===== src/rtl/dat_mem_arb.sv =====
// Round-robin arbiter with optional bus lock and registered read return for the shared 256x8 data memory.
// Define DAT_MEM_ARB_PERF_EN to add the saturating grant/wait performance counters.
module dat_mem_arb #(
    parameter int AW       = 8,
    parameter int DW       = 8,
    parameter int MAX_LOCK = 16
) (
    input  logic          clk,
    input  logic          reset,
    input  logic          r0_req,
    input  logic          r0_lock,
    input  logic          r0_we,
    input  logic [AW-1:0] r0_addr,
    input  logic [DW-1:0] r0_wdata,
    output logic          r0_gnt,
    output logic          r0_rvalid,
    output logic [DW-1:0] r0_rdata,
    input  logic          r1_req,
    input  logic          r1_lock,
    input  logic          r1_we,
    input  logic [AW-1:0] r1_addr,
    input  logic [DW-1:0] r1_wdata,
    output logic          r1_gnt,
    output logic          r1_rvalid,
    output logic [DW-1:0] r1_rdata,
    output logic [AW-1:0] mem_addr,
    output logic          mem_wr_en,
    output logic [DW-1:0] mem_dat_in,
    input  logic [DW-1:0] mem_dat_out
`ifdef DAT_MEM_ARB_PERF_EN
    ,
    output logic [15:0]   gnt_cnt0,
    output logic [15:0]   gnt_cnt1,
    output logic [15:0]   wait_cnt1
`endif
);

    localparam logic [1:0] OWN_NONE = 2'd0;
    localparam logic [1:0] OWN_R0   = 2'd1;
    localparam logic [1:0] OWN_R1   = 2'd2;
    localparam logic [8:0] LOCK_LIMIT = 9'(MAX_LOCK);

    logic [1:0] owner;
    logic       prio;
    logic [7:0] lock_cnt;

    logic       owner_active;
    logic       gnt0;
    logic       gnt1;
    logic       any_gnt;
    logic       sel_lock;
    logic       sel_we;
    logic [1:0] owner_next;
    logic       prio_next;
    logic [7:0] lock_cnt_next;

    // An owner that stops requesting loses the bus at once, so arbitration falls back to round-robin.
    always_comb begin
        owner_active = ((owner == OWN_R0) && r0_req) || ((owner == OWN_R1) && r1_req);
        gnt0 = 1'b0;
        gnt1 = 1'b0;
        if (!reset) begin
            if (owner_active) begin
                gnt0 = (owner == OWN_R0);
                gnt1 = (owner == OWN_R1);
            end else if (r0_req && r1_req) begin
                gnt0 = !prio;
                gnt1 = prio;
            end else begin
                gnt0 = r0_req;
                gnt1 = r1_req;
            end
        end
    end

    assign any_gnt    = gnt0 | gnt1;
    assign r0_gnt     = gnt0;
    assign r1_gnt     = gnt1;
    assign mem_addr   = gnt1 ? r1_addr  : r0_addr;
    assign mem_dat_in = gnt1 ? r1_wdata : r0_wdata;
    assign sel_we     = gnt1 ? r1_we    : r0_we;
    assign sel_lock   = gnt1 ? r1_lock  : r0_lock;
    assign mem_wr_en  = any_gnt & sel_we;

    // The grant that would bring the locked run to MAX_LOCK is treated as unlocked, capping the run length.
    always_comb begin
        owner_next    = owner;
        prio_next     = prio;
        lock_cnt_next = lock_cnt;
        if (any_gnt) begin
            prio_next = gnt0;
            if (owner_active) begin
                if (sel_lock && (({1'b0, lock_cnt} + 9'd1) < LOCK_LIMIT)) begin
                    lock_cnt_next = lock_cnt + 8'd1;
                end else begin
                    owner_next    = OWN_NONE;
                    lock_cnt_next = 8'd0;
                end
            end else if (sel_lock && (LOCK_LIMIT > 9'd1)) begin
                owner_next    = gnt1 ? OWN_R1 : OWN_R0;
                lock_cnt_next = 8'd1;
            end else begin
                owner_next    = OWN_NONE;
                lock_cnt_next = 8'd0;
            end
        end else begin
            owner_next    = OWN_NONE;
            lock_cnt_next = 8'd0;
        end
    end

    always_ff @(posedge clk) begin
        if (reset) begin
            owner     <= OWN_NONE;
            prio      <= 1'b0;
            lock_cnt  <= 8'd0;
            r0_rvalid <= 1'b0;
            r1_rvalid <= 1'b0;
            r0_rdata  <= '0;
            r1_rdata  <= '0;
        end else begin
            owner     <= owner_next;
            prio      <= prio_next;
            lock_cnt  <= lock_cnt_next;
            r0_rvalid <= gnt0 & ~r0_we;
            r1_rvalid <= gnt1 & ~r1_we;
            if (gnt0 && !r0_we) begin
                r0_rdata <= mem_dat_out;
            end
            if (gnt1 && !r1_we) begin
                r1_rdata <= mem_dat_out;
            end
        end
    end

`ifdef DAT_MEM_ARB_PERF_EN
    always_ff @(posedge clk) begin
        if (reset) begin
            gnt_cnt0  <= 16'd0;
            gnt_cnt1  <= 16'd0;
            wait_cnt1 <= 16'd0;
        end else begin
            if (gnt0 && (gnt_cnt0 != 16'hFFFF)) begin
                gnt_cnt0 <= gnt_cnt0 + 16'd1;
            end
            if (gnt1 && (gnt_cnt1 != 16'hFFFF)) begin
                gnt_cnt1 <= gnt_cnt1 + 16'd1;
            end
            if (r1_req && !gnt1 && (wait_cnt1 != 16'hFFFF)) begin
                wait_cnt1 <= wait_cnt1 + 16'd1;
            end
        end
    end
`endif

endmodule


===== config.mk =====
export PLATFORM = sky130hd
export DESIGN_NAME = dat_mem_arb
export DESIGN_NICKNAME = d
export VERILOG_FILES = /design/src/rtl/dat_mem_arb.sv
export SDC_FILE = /design/constraint.sdc
export NUM_CORES = 1
export LEC_CHECK = 0
export ABC_AREA = 1
export BUFFER_PORTS_ARGS = -buffer_cell sky130_fd_sc_hd__buf_2
export CAP_MARGIN = 20
export CORE_UTILIZATION = 45
export CTS_CLUSTER_DIAMETER = 80
export DETAILED_ROUTE_END_ITERATION = 7
export PLACE_DENSITY = 0.79
export SYNTH_ARGS = -nofsm -noshare
export SYNTH_HDL_FRONTEND = slang
export SYNTH_SLANG_ARGS = --single-unit

===== constraint.sdc =====
create_clock -name clk -period 2.6 [get_ports clk]
set_input_delay 0.52 -clock clk [delete_from_list [all_inputs] [get_ports clk]]
set_output_delay 0.52 -clock clk [all_outputs]
set_load 0.01 [all_outputs]

==> results of run 1 <==
## report_power, final
| group | leakage, nW | switching [W] | internal, W |
|---|---|---|---|
| Clock | 0.0455 | 0.000156 | 0.000230 |
| Combinational | 0.855 | 0.000119 | 0.0000884 |
| Sequential | 0.237 | 0.0000135 | 0.000466 |
## cells by family (layout without fill, tap and decap cells)
kind of cell	count (synthesis)	count (layout)
AOI/OAI and AO/OA	19	19
xor gates and xnor gates	2	2
adders and majority gates	1	1
buffers and inverters	24	112
DFF	29	29
other	1	4
and+or+nand+nor	147	147
## state kept, by name, summed over array words and instances (netlist names)
register,count
lock_cnt,8
owner,2
prio,1
r0_rdata,8
r0_rvalid,1
r1_rdata,8
r1_rvalid,1
## final cells by class
type | count | area (um2) | share of cell area [%]
timing repair buffer | 85 | 428 | 21.1
inverter | 19 | 76.3 | 3.77
sequential | 29 | 581 | 28.6
clock buffer | 7 | 55.1 | 2.72
tap | 44 | 55.1 | 2.72
multi-input combinational | 173 | 802 | 39.6
clock inverter | 1 | 30.0 | 1.48
## synth_stat cells, drive strengths merged
library cell  instances
conb                  1
nand4                 3
inv                  18
nand2               100
clkinv                1
clkbuf                1
buf                   4
ha                    1
xor2                  1
dfxtp                29
a21oi                10
nor2                 29
o21ai                 9
xnor2                 1
nand3                15
## metrics by stage
| stage | setup slack, ps | total power [W] |
|---|---|---|
| after floorplan | 734 | 0.000608 |
| after global placement | 467 | 0.000697 |
| after detailed placement | 427 | 0.000699 |
| after CTS | 374 | 0.00108 |
| after global routing | 220 | 0.00113 |
| final | 405 | 0.00107 |
## final timing paths
path	start	to	slack, ps	depth (start not counted)
max	owner[1]$_SDFFE_PP0P_	mem_wr_en	410	8
min	r1_we	r1_rvalid$_SDFF_PP0_	410	2
max reg2reg	lock_cnt[0]$_SDFF_PP0_	lock_cnt[3]$_SDFF_PP0_	1150	9
min reg2reg	r0_rdata[5]$_SDFFE_PP0P_	r0_rdata[5]$_SDFFE_PP0P_	470	2
## metal layers
metal / GRT usage [%] / vias up / wire length, um
li1: - / 867 / -
met1: 22.8 / 688 / 1520
met2: 35.6 / 66 / 1580
met3: 5.24 / 4 / 324
met4: 8.50 / 0 / 44
met5: 0 / - / 0
==> summary.txt, run 1 <==
CTS
  • Root Buffer Master: clkbuf_4
  • Clock latency on the worst-skew pair: 330 ps
  • Cts hold-fix bufs: 0
  • Post-CTS Setup Inserts: 0
  • Total clock sinks: 29
  • TritonCTS clock tree: done
  • Num CTS Buffers: 5
  • Max Root-Sink Buffers: 2
  • CTS H-tree depth: 2
  • Clock edge transition at the registers on the reported setup and hold paths: 100 ps
  • Cts repair resizes: 0

Power and ir drop
  • Power Density: 529 nW/um2
  • Leakage power: 1.14 nW
  • Worst vdd ir: 0.393 mV

Min path
  • Worst hold path class: in -> reg

Cells and area
  • Fill count: 313
  • # nets final: 362
  • Commonest non-fill, non-tap cell in the layout: nand2_1
  • Most frequent cells in the layout: nand2_1, buf_2, dfxtp_1
  • Non-filler cells, final: 358
  • Final core utilization: 65.9%
  • Number of diodes: 0
  • Fraction of layout instances using a drive strength above 1: 36.6%
  • Final Cell Area: 2030 um2
  • Area Growth Syn to Fin: 36.7%

Detailed routing
  • Wire per inst: 9.68 um
  • First DRT Iteration DRCs: 31
  • DRC Markers: 0
  • Vias: 1625
  • Via-per-instance ratio: 4.54
  • Total Wirelength: 3470 um
  • Drt first pass iters: 4
  • ANT nets after route: 0

Synthesis
  • Synth unique cells: 27
  • Post-Synth Adder-Cell Area: 0.844%
  • Compound-Gate Fraction of Synth Area: 7.43%
  • Register bit total from synthesis: 29
  • Mapped Cells: 223
  • Register area share after synthesis: 39.2%
  • Largest family of logic cells by synthesized area: simple AND/OR/NAND/NOR gates
  • Post-Synth XOR/XNOR Area: 1.18%
  • Post-Syn Area: 1480 um2
  • Synthesis Warnings: 0
  • Dominant cells by area after synthesis: dfxtp_1, nand2_1, nor2_1
  • Leading area contributor after synthesis: dfxtp_1
  • Post-synthesis simple-gate area fraction: 43.6%
  • Top cell type's share of synthesized area: 39.2%
  • Mux contribution to synthesized area: 0%
  • Syn_area_per_cell: 6.65 um2

STA
  • Setup_tns: 0 ps
  • Hold Vio Cnt, Final: 0
  • RSZ-0062 raised after global routing: false
  • Final setup viols: 0
  • Max Slew Vio Count: 0
  • Fin crit period: 2190 ps
  • Worst setup skew after layout: 10.5 ps
  • Maximum achievable frequency: 0.456 GHz
  • Fin crit share: 84.4%
  • Hold Slack: 408 ps

Setup path
  • Critical Path RT: 2080 ps
  • Critical path's top delay family: simple AND/OR/NAND/NOR gates
  • Most used cell, CP: nand3_2
  • Slowest CP cell: dfxtp_1
  • Critical path, cell by cell: nand3_2 -> nand3_2 -> nand3_2 -> nor2_4 -> inv_2 -> nand2_1 -> inv_1 -> buf_2
  • Critical path peak fanout: 10
  • Worst setup EP type: primary output
  • Critical Path AT: 1670 ps
  • Crit path buffers/inverters: 3
  • Critical Path Start Type: flip-flop
  • Max incr delay on CP: 390 ps
  • Critical path class: reg -> out

Job
  • Max cap viols: 0

Global route
  • First-pass GRT wire length: 5250 um
  • GR Util All Layers: 20.2%
  • GRT overflow: 0
  • Initial antenna violation count: 0
  • Pin count of the biggest net entering global routing: 19
  • Vias in the first global route: 1278

Run status
  • Status: finished, final reports clean

Place
  • Port Buffer Count: 84
  • Placed Cells incl. Taps: 350
  • GP Congestion: 0.816
  • Placed cell area: 1940 um2
  • Hpwl dp: 2790 um

Floorplanning
  • Core ar.: 3080 um2
  • Die Y: 59.4 um
  • I/O Pins: 85
  • Initial core utilization: 48.2%
  • Cell row count: 20
  • Die Span X: 59.4 um
  • Die Area: 3530 um2
No activity file was read; power rests on OpenSTA's default activity.
==> run 2, diff against run 1 <==
Settings changed: CORE_UTILIZATION 45 to 43, PLACE_DENSITY 0.79 to 0.76.
Clock period 2.6 ns to 2.24 ns, I/O delays scaled along.
==> run 2 against run 1 <==
Combinational power grew 19%. Largest cell class unchanged. Via count grew 0.74%. Sequential power grew 16%. Utilization shrank 2.4 points. Highest routed layer unchanged. Hold slack lost 41 ps. Critical endpoint is now mem_dat_in[1]. Routed wire length grew 7.0%. Sequential cell count is the same. Worst setup slack lost 240 ps. Sequential share of layout area grew 0.38 points. Critical path type unchanged.
==> summary.txt, run 2 (same netlist as run 1, synthesis figures left out) <==
Cells and area
  • Fill count: 298 (-4.8%)
  • Most frequent cells in the layout: nand2_1, buf_2, dfxtp_1
  • Fraction of layout instances using a drive strength above 1: 36.9% (+0.32 points)
  • Sequential Area: 581 um2 (unchanged)
  • Final core utilization: 63.5% (-2.4 points)
  • Area Growth Syn to Fin: 34.9%
  • Final Cell Area: 2000 um2 (-1.3%)
  • Number of diodes: 0 (unchanged)
  • Commonest non-fill, non-tap cell in the layout: nand2_1
  • Largest regs: lock_cnt (8), r0_rdata (8), r1_rdata (8)
  • Footprint of the multi-input gates: 802 um2 (unchanged)
  • # nets final: 364 (+0.55%)

CTS
  • Root Buffer Master: clkbuf_4
  • Max Root-Sink Buffers: 2 (unchanged)
  • Cts hold-fix bufs: 0 (unchanged)
  • Clock edge transition at the registers on the reported setup and hold paths: 80 ps (-20 ps)
  • Post-CTS Setup Inserts: 0 (unchanged)
  • CTS H-tree depth: 2 (unchanged)
  • TritonCTS clock tree: done
  • Num CTS Buffers: 5 (unchanged)
  • Clock latency on the worst-skew pair: 320 ps (about the same)
  • Cts repair resizes: 0 (unchanged)
  • Total clock sinks: 29 (unchanged)

Global route
  • Initial antenna violation count: 0 (unchanged)
  • First-pass GRT wire length: 5490 um (+4.6%)
  • Vias in the first global route: 1424 (+11%)
  • Pin count of the biggest net entering global routing: 19 (unchanged)
  • GRT overflow: 0 (unchanged)
  • GR Util All Layers: 20.6% (+0.42 points)

Detailed routing
  • First DRT Iteration DRCs: 54 (+74%)
  • Total Wirelength: 3710 um (+7.0%)
  • Wire per inst: 10.4 um (+7.0%)
  • Drt first pass iters: 4 (unchanged)
  • ANT nets after route: 0 (unchanged)
  • Vias: 1637 (+0.74%)
  • DRC Markers: 0 (unchanged)
  • Via-per-instance ratio: 4.57 (+0.74%)

Place
  • Hpwl dp: 2870 um (+2.7%)
  • Port Buffer Count: 84 (unchanged)
  • Placed cell area: 1960 um2 (+0.77%)
  • Post-Place Worst Slack: 267 ps (-159 ps)
  • GP Congestion: 0.750 (-8.1%)

Power and ir drop
  • Worst vdd ir: 0.311 mV (-21%)
  • Leakage power: 1.13 nW (-0.76%)
  • Clk pwr share: 25.4% (-10 points)
  • Net switching share of the total power: 30.0% (+3.1 points)
  • Reg power frac: 51.6% (+6.9 points)
  • Comb pwr share: 23.0% (+3.6 points)
  • Power Density: 539 nW/um2 (+1.8%)
  • Power, Total: 0.00108 W (+0.51%)
  • P_sw: 0.000323 W (+12%)
  • Internal: 0.000754 W (-3.7%)

Setup path
  • R2R cell count: 9 (unchanged)
  • Worst setup EP type: primary output
  • Critical Path AT: 1620 ps (-50 ps)
  • Critical path class: reg -> out
  • Critical Path RT: 1790 ps (-290 ps)
  • Critical path peak fanout: 18 (+8)
  • Critical Path Start Type: flip-flop

STA
  • Worst setup skew after layout: 7.12 ps (-3.34 ps)
  • Final setup viols: 0 (unchanged)
  • Setup_tns: 0 ps (unchanged)
  • Fin crit period: 2070 ps
  • Final worst slack: 169 ps (-237 ps)
  • Fin crit share: 92.5%
  • RSZ-0062 raised after global routing: false
  • Hold Vio Cnt, Final: 0 (unchanged)
  • Maximum achievable frequency: 0.483 GHz
  • Max Slew Vio Count: 0 (unchanged)

Floorplanning
  • Die Span X: 60.7 um (+2.2%)
  • Cell row count: 20 (unchanged)
  • Core ar.: 3150 um2 (+2.4%)
  • Die Y: 60.7 um (+2.2%)
  • I/O Pins: 85 (unchanged)
  • Initial core utilization: 47.0% (-1.1 points)
  • Die Area: 3690 um2 (+4.5%)

Run status
  • Status: finished, final reports clean

Min path
  • Hold Path Depth: 3 (+1)
  • Worst hold path class: in -> reg

Job
  • Max cap viols: 0 (unchanged)
-- run 2: cell count changes in the layout (fill, tap and decap cells not counted) --
| cell | delta |
|---|---|
| clkbuf_8 | -1 |
| clkinv_2 | +2 |
| clkbuf_1 | -1 |
| inv_2 | -1 |
| bufinv_16 | -1 |
| buf_4 | +2 |
-- run 2: worst paths after layout --
kind / startpoint / to / slack [ps]
max reg2reg: lock_cnt[0]$_SDFF_PP0_ / lock_cnt[1]$_SDFF_PP0_ / 810
min: mem_dat_out[5] / r1_rdata[5]$_SDFFE_PP0P_ / 370
min reg2reg: r0_rdata[1]$_SDFFE_PP0P_ / r0_rdata[1]$_SDFFE_PP0P_ / 470
max: owner[0]$_SDFFE_PP0P_ / mem_dat_in[1] / 170
-- run 2: stage by stage --
stage | cells | hold WS [ps]
floorplan | 226 | 443
global placement | 352 | 452
detailed placement | 352 | 455
CTS | 358 | 358
global route | 358 | 363
finish | 358 | 367
-- run 2: cell type report --
type,instances,area share [%]
timing repair buffer,87,22.1
inverter,19,3.88
multi-input combinational,173,40.1
tap,44,2.75
clock inverter,1,0.250
sequential,29,29.0
clock buffer,5,1.88
-- run 2: critical path, stage by stage (launching register included) --
cell	delay, ps
dfxtp_1	350
inv_2	50
nor2_2	90
nand2_2	110
nand3_2	170
clkinv_2	240
nand2_1	120
nand2_1	50
buf_2	130
-- run 2: power by group through the flow --
stage	clock, W	combinational [W]	sequential, W
after floorplan	0	0.000133	0.000573
after global routing	0.000309	0.000283	0.000559
after detailed placement	0	0.000249	0.000567
after CTS	0.000283	0.000250	0.000556
after global placement	0	0.000246	0.000568
final	0.000274	0.000248	0.000556
-- run 2: per-layer routing --
| metal | up-vias | GRT usage [%] | wire length, um |
|---|---|---|---|
| met2 | 76 | 37.4 | 1720 |
| met5 | - | 0 | 0 |
| li1 | 867 | - | - |
| met4 | 0 | 12.7 | 91 |
| met3 | 11 | 5.97 | 384 |
| met1 | 683 | 20.7 | 1520 |
==> run 3, diff against run 2 <==
Settings changed: CORE_UTILIZATION 43 to 31, PLACE_DENSITY 0.76 to 0.57.
Clock period 2.24 ns to 2.1 ns, I/O delays scaled along.
==> run 3 against run 2 <==
The flow now finishes with violations (DRC). Register-to-register slack worse by 150 ps. Die area up 37%. Sequential share of layout area shrank 0.71 points. Critical endpoint is now mem_addr[2]. Critical path type unchanged. Global-route usage is 5.3 points lower. Worst setup slack lost 8.1 ps.
==> summary.txt, run 3 (same netlist as run 1, synthesis figures left out) <==
Power and ir drop
  • P_sw: 0.000358 W (+11%)
  • Worst vdd ir: 0.460 mV (+48%)
  • Clk pwr share: 32.0% (+6.6 points)
  • Leakage power: 1.15 nW (+1.6%)
  • Power Density: 618 nW/um2 (+15%)
  • Net switching share of the total power: 28.3% (-1.7 points)
  • Comb pwr share: 21.2% (-1.8 points)
  • Power, Total: 0.00127 W (+18%)
  • Reg power frac: 46.8% (-4.8 points)
  • Internal: 0.000909 W (+20%)

Setup path
  • Critical Path AT: 1520 ps (-100 ps)
  • Max incr delay on CP: 340 ps (about the same)
  • Critical Path Start Type: flip-flop
  • Critical path, cell by cell: inv_2 -> nor2_2 -> nand2_2 -> nand3_2 -> buf_4 -> nand2_1 -> nand2_1 -> buf_2
  • Setup slack, reg-to-reg: 660 ps (-150 ps)
  • Critical path peak fanout: 18 (unchanged)
  • Critical R2R Capture: lock_cnt[3]$_SDFF_PP0_
  • Crit path buffers/inverters: 3 (unchanged)
  • Critical Path RT: 1680 ps (-110 ps)
  • Critical path class: reg -> out
  • FF-to-FF Start: lock_cnt[0]$_SDFF_PP0_
  • Critical path's top delay family: simple AND/OR/NAND/NOR gates
  • Most used cell, CP: nand2_1
  • R2R cell count: 9 (unchanged)
  • Worst setup EP type: primary output
  • Slowest CP cell: dfxtp_1

Floorplanning
  • Die Y: 71.2 um (+17%)
  • Die Span X: 71.2 um (+17%)
  • Core ar.: 4470 um2 (+42%)
  • Die Area: 5060 um2 (+37%)
  • I/O Pins: 85 (unchanged)
  • Initial core utilization: 33.1% (-14 points)
  • Cell row count: 24 (+20%)

STA
  • Max Slew Vio Count: 0 (unchanged)
  • Fin crit period: 1940 ps
  • RSZ-0062 raised after global routing: false
  • Worst setup skew after layout: 7.54 ps (+0.425 ps)
  • Setup_tns: 0 ps (unchanged)
  • Maximum achievable frequency: 0.516 GHz
  • Final setup viols: 0 (unchanged)
  • Fin crit share: 92.4%
  • Hold Slack: 381 ps (+14.6 ps)
  • Hold Vio Cnt, Final: 0 (unchanged)

Min path
  • Hold path start: mem_dat_out[5]
  • Hold EP: r1_rdata[5]$_SDFFE_PP0P_
  • Worst hold path class: in -> reg
  • Hold Path Depth: 3 (unchanged)

Detailed routing
  • Vias: 1621 (-0.98%)
  • ANT nets after route: 0 (unchanged)
  • Total Wirelength: 3840 um (+3.6%)
  • Via-per-instance ratio: 4.42 (-3.4%)
  • Wire per inst: 10.5 um (+1.0%)
  • First DRT Iteration DRCs: 65 (+20%)
  • DRC Markers: 13 (+13)
  • Drt first pass iters: 6 (+2)

Global route
  • Initial antenna violation count: 0 (unchanged)
  • Vias in the first global route: 1456 (+2.2%)
  • GR Util All Layers: 15.2% (-5.3 points)
  • Pin count of the biggest net entering global routing: 19 (unchanged)
  • First-pass GRT wire length: 6040 um (+10%)
  • GRT overflow: 0 (unchanged)

Cells and area
  • # nets final: 365 (+0.27%)
  • Commonest non-fill, non-tap cell in the layout: nand2_1
  • Final Cell Area: 2050 um2 (+2.5%)
  • Area Growth Syn to Fin: 38.3%
  • Most frequent cells in the layout: nand2_1, buf_2, dfxtp_1
  • Largest regs: lock_cnt (8), r0_rdata (8), r1_rdata (8)
  • Number of diodes: 0 (unchanged)
  • Final core utilization: 45.8% (-18 points)
  • Fraction of layout instances using a drive strength above 1: 37.1% (+0.20 points)

CTS
  • TritonCTS clock tree: done
  • Cts hold-fix bufs: 0 (unchanged)
  • Root Buffer Master: clkbuf_8
  • CTS H-tree depth: 2 (unchanged)
  • Clock latency on the worst-skew pair: 270 ps (-50 ps)
  • Total clock sinks: 29 (unchanged)
  • Clock edge transition at the registers on the reported setup and hold paths: 60 ps (-20 ps)
  • Num CTS Buffers: 5 (unchanged)
  • Cts repair resizes: 0 (unchanged)
  • Post-CTS Setup Inserts: 0 (unchanged)
  • Max Root-Sink Buffers: 2 (unchanged)

Place
  • Hpwl dp: 3100 um (+8.0%)
  • GP Congestion: 0.772 (+3.0%)
  • Port Buffer Count: 84 (unchanged)
  • Placed cell area: 1970 um2 (+0.89%)

Run status
  • Failing checks: DRC
  • Status: finished, violations left

Job
  • Max cap viols: 0 (unchanged)
[run 3: cell types whose count changed in the layout (fill, tap and decap cells not counted)]
cell	before	now
buf_4	3	4
clkbuf_4	5	0
clkbuf_8	0	5
clkinv_2	2	1
inv_4	0	1
[run 3: area by class of cell]
type,instances,area (um2)
Inverter,19,78.8
Fill cell,490,2420
Clock inverter,1,5.00
Timing Repair Buffer,88,450
Tap cell,52,65.1
Multi-Input combinational cell,173,802
Sequential cell,29,581
Clock buffer,5,68.8
[run 3: worst max path at each step]
stage	startpoint	endpoint	slack, ps	cells past startpoint
CTS	owner[1]$_SDFFE_PP0P_	mem_addr[4]	130	7
finish	owner[0]$_SDFFE_PP0P_	mem_addr[2]	160	8
detailed placement	r1_req	mem_addr[4]	270	8
floorplan	reset	mem_wr_en	430	8
global placement	r1_req	mem_dat_in[6]	290	8
global route	owner[1]$_SDFFE_PP0P_	mem_addr[4]	6	7
[run 3: through the flow]
stage	setup slack, ps	std cells
after floorplan	434	226
after global placement	294	361
after detailed placement	271	361
after CTS	129	367
after global routing	5.83	367
final	160	367
[run 3: power groups by stage]
stage / clock (W) / sequential [W] / combinational [W]
final: 0.000405 / 0.000593 / 0.000268
after global routing: 0.000448 / 0.000596 / 0.000302
after CTS: 0.000423 / 0.000593 / 0.000271
after detailed placement: 0 / 0.000604 / 0.000270
after global placement: 0 / 0.000605 / 0.000269
after floorplan: 0 / 0.000611 / 0.000142
[run 3: worst register-to-register path: stages (launching register included)]
cell and delay [ps]:
dfxtp_1 370, ha_1 240, nand2_2 100, nor2_4 120
nand3_1 80, nand2_1 60, nand2_1 60, nor2_2 180
nand2_2 100, nor2_1 90
[run 3: layer usage]
| metal | GRT usage (%) | part of all wire [%] |
|---|---|---|
| met1 | 16.1 | 42 |
| met2 | 27.7 | 48 |
| met3 | 5.27 | 9.9 |
| met4 | 5.78 | 0.62 |
| met5 | 0 | 0 |
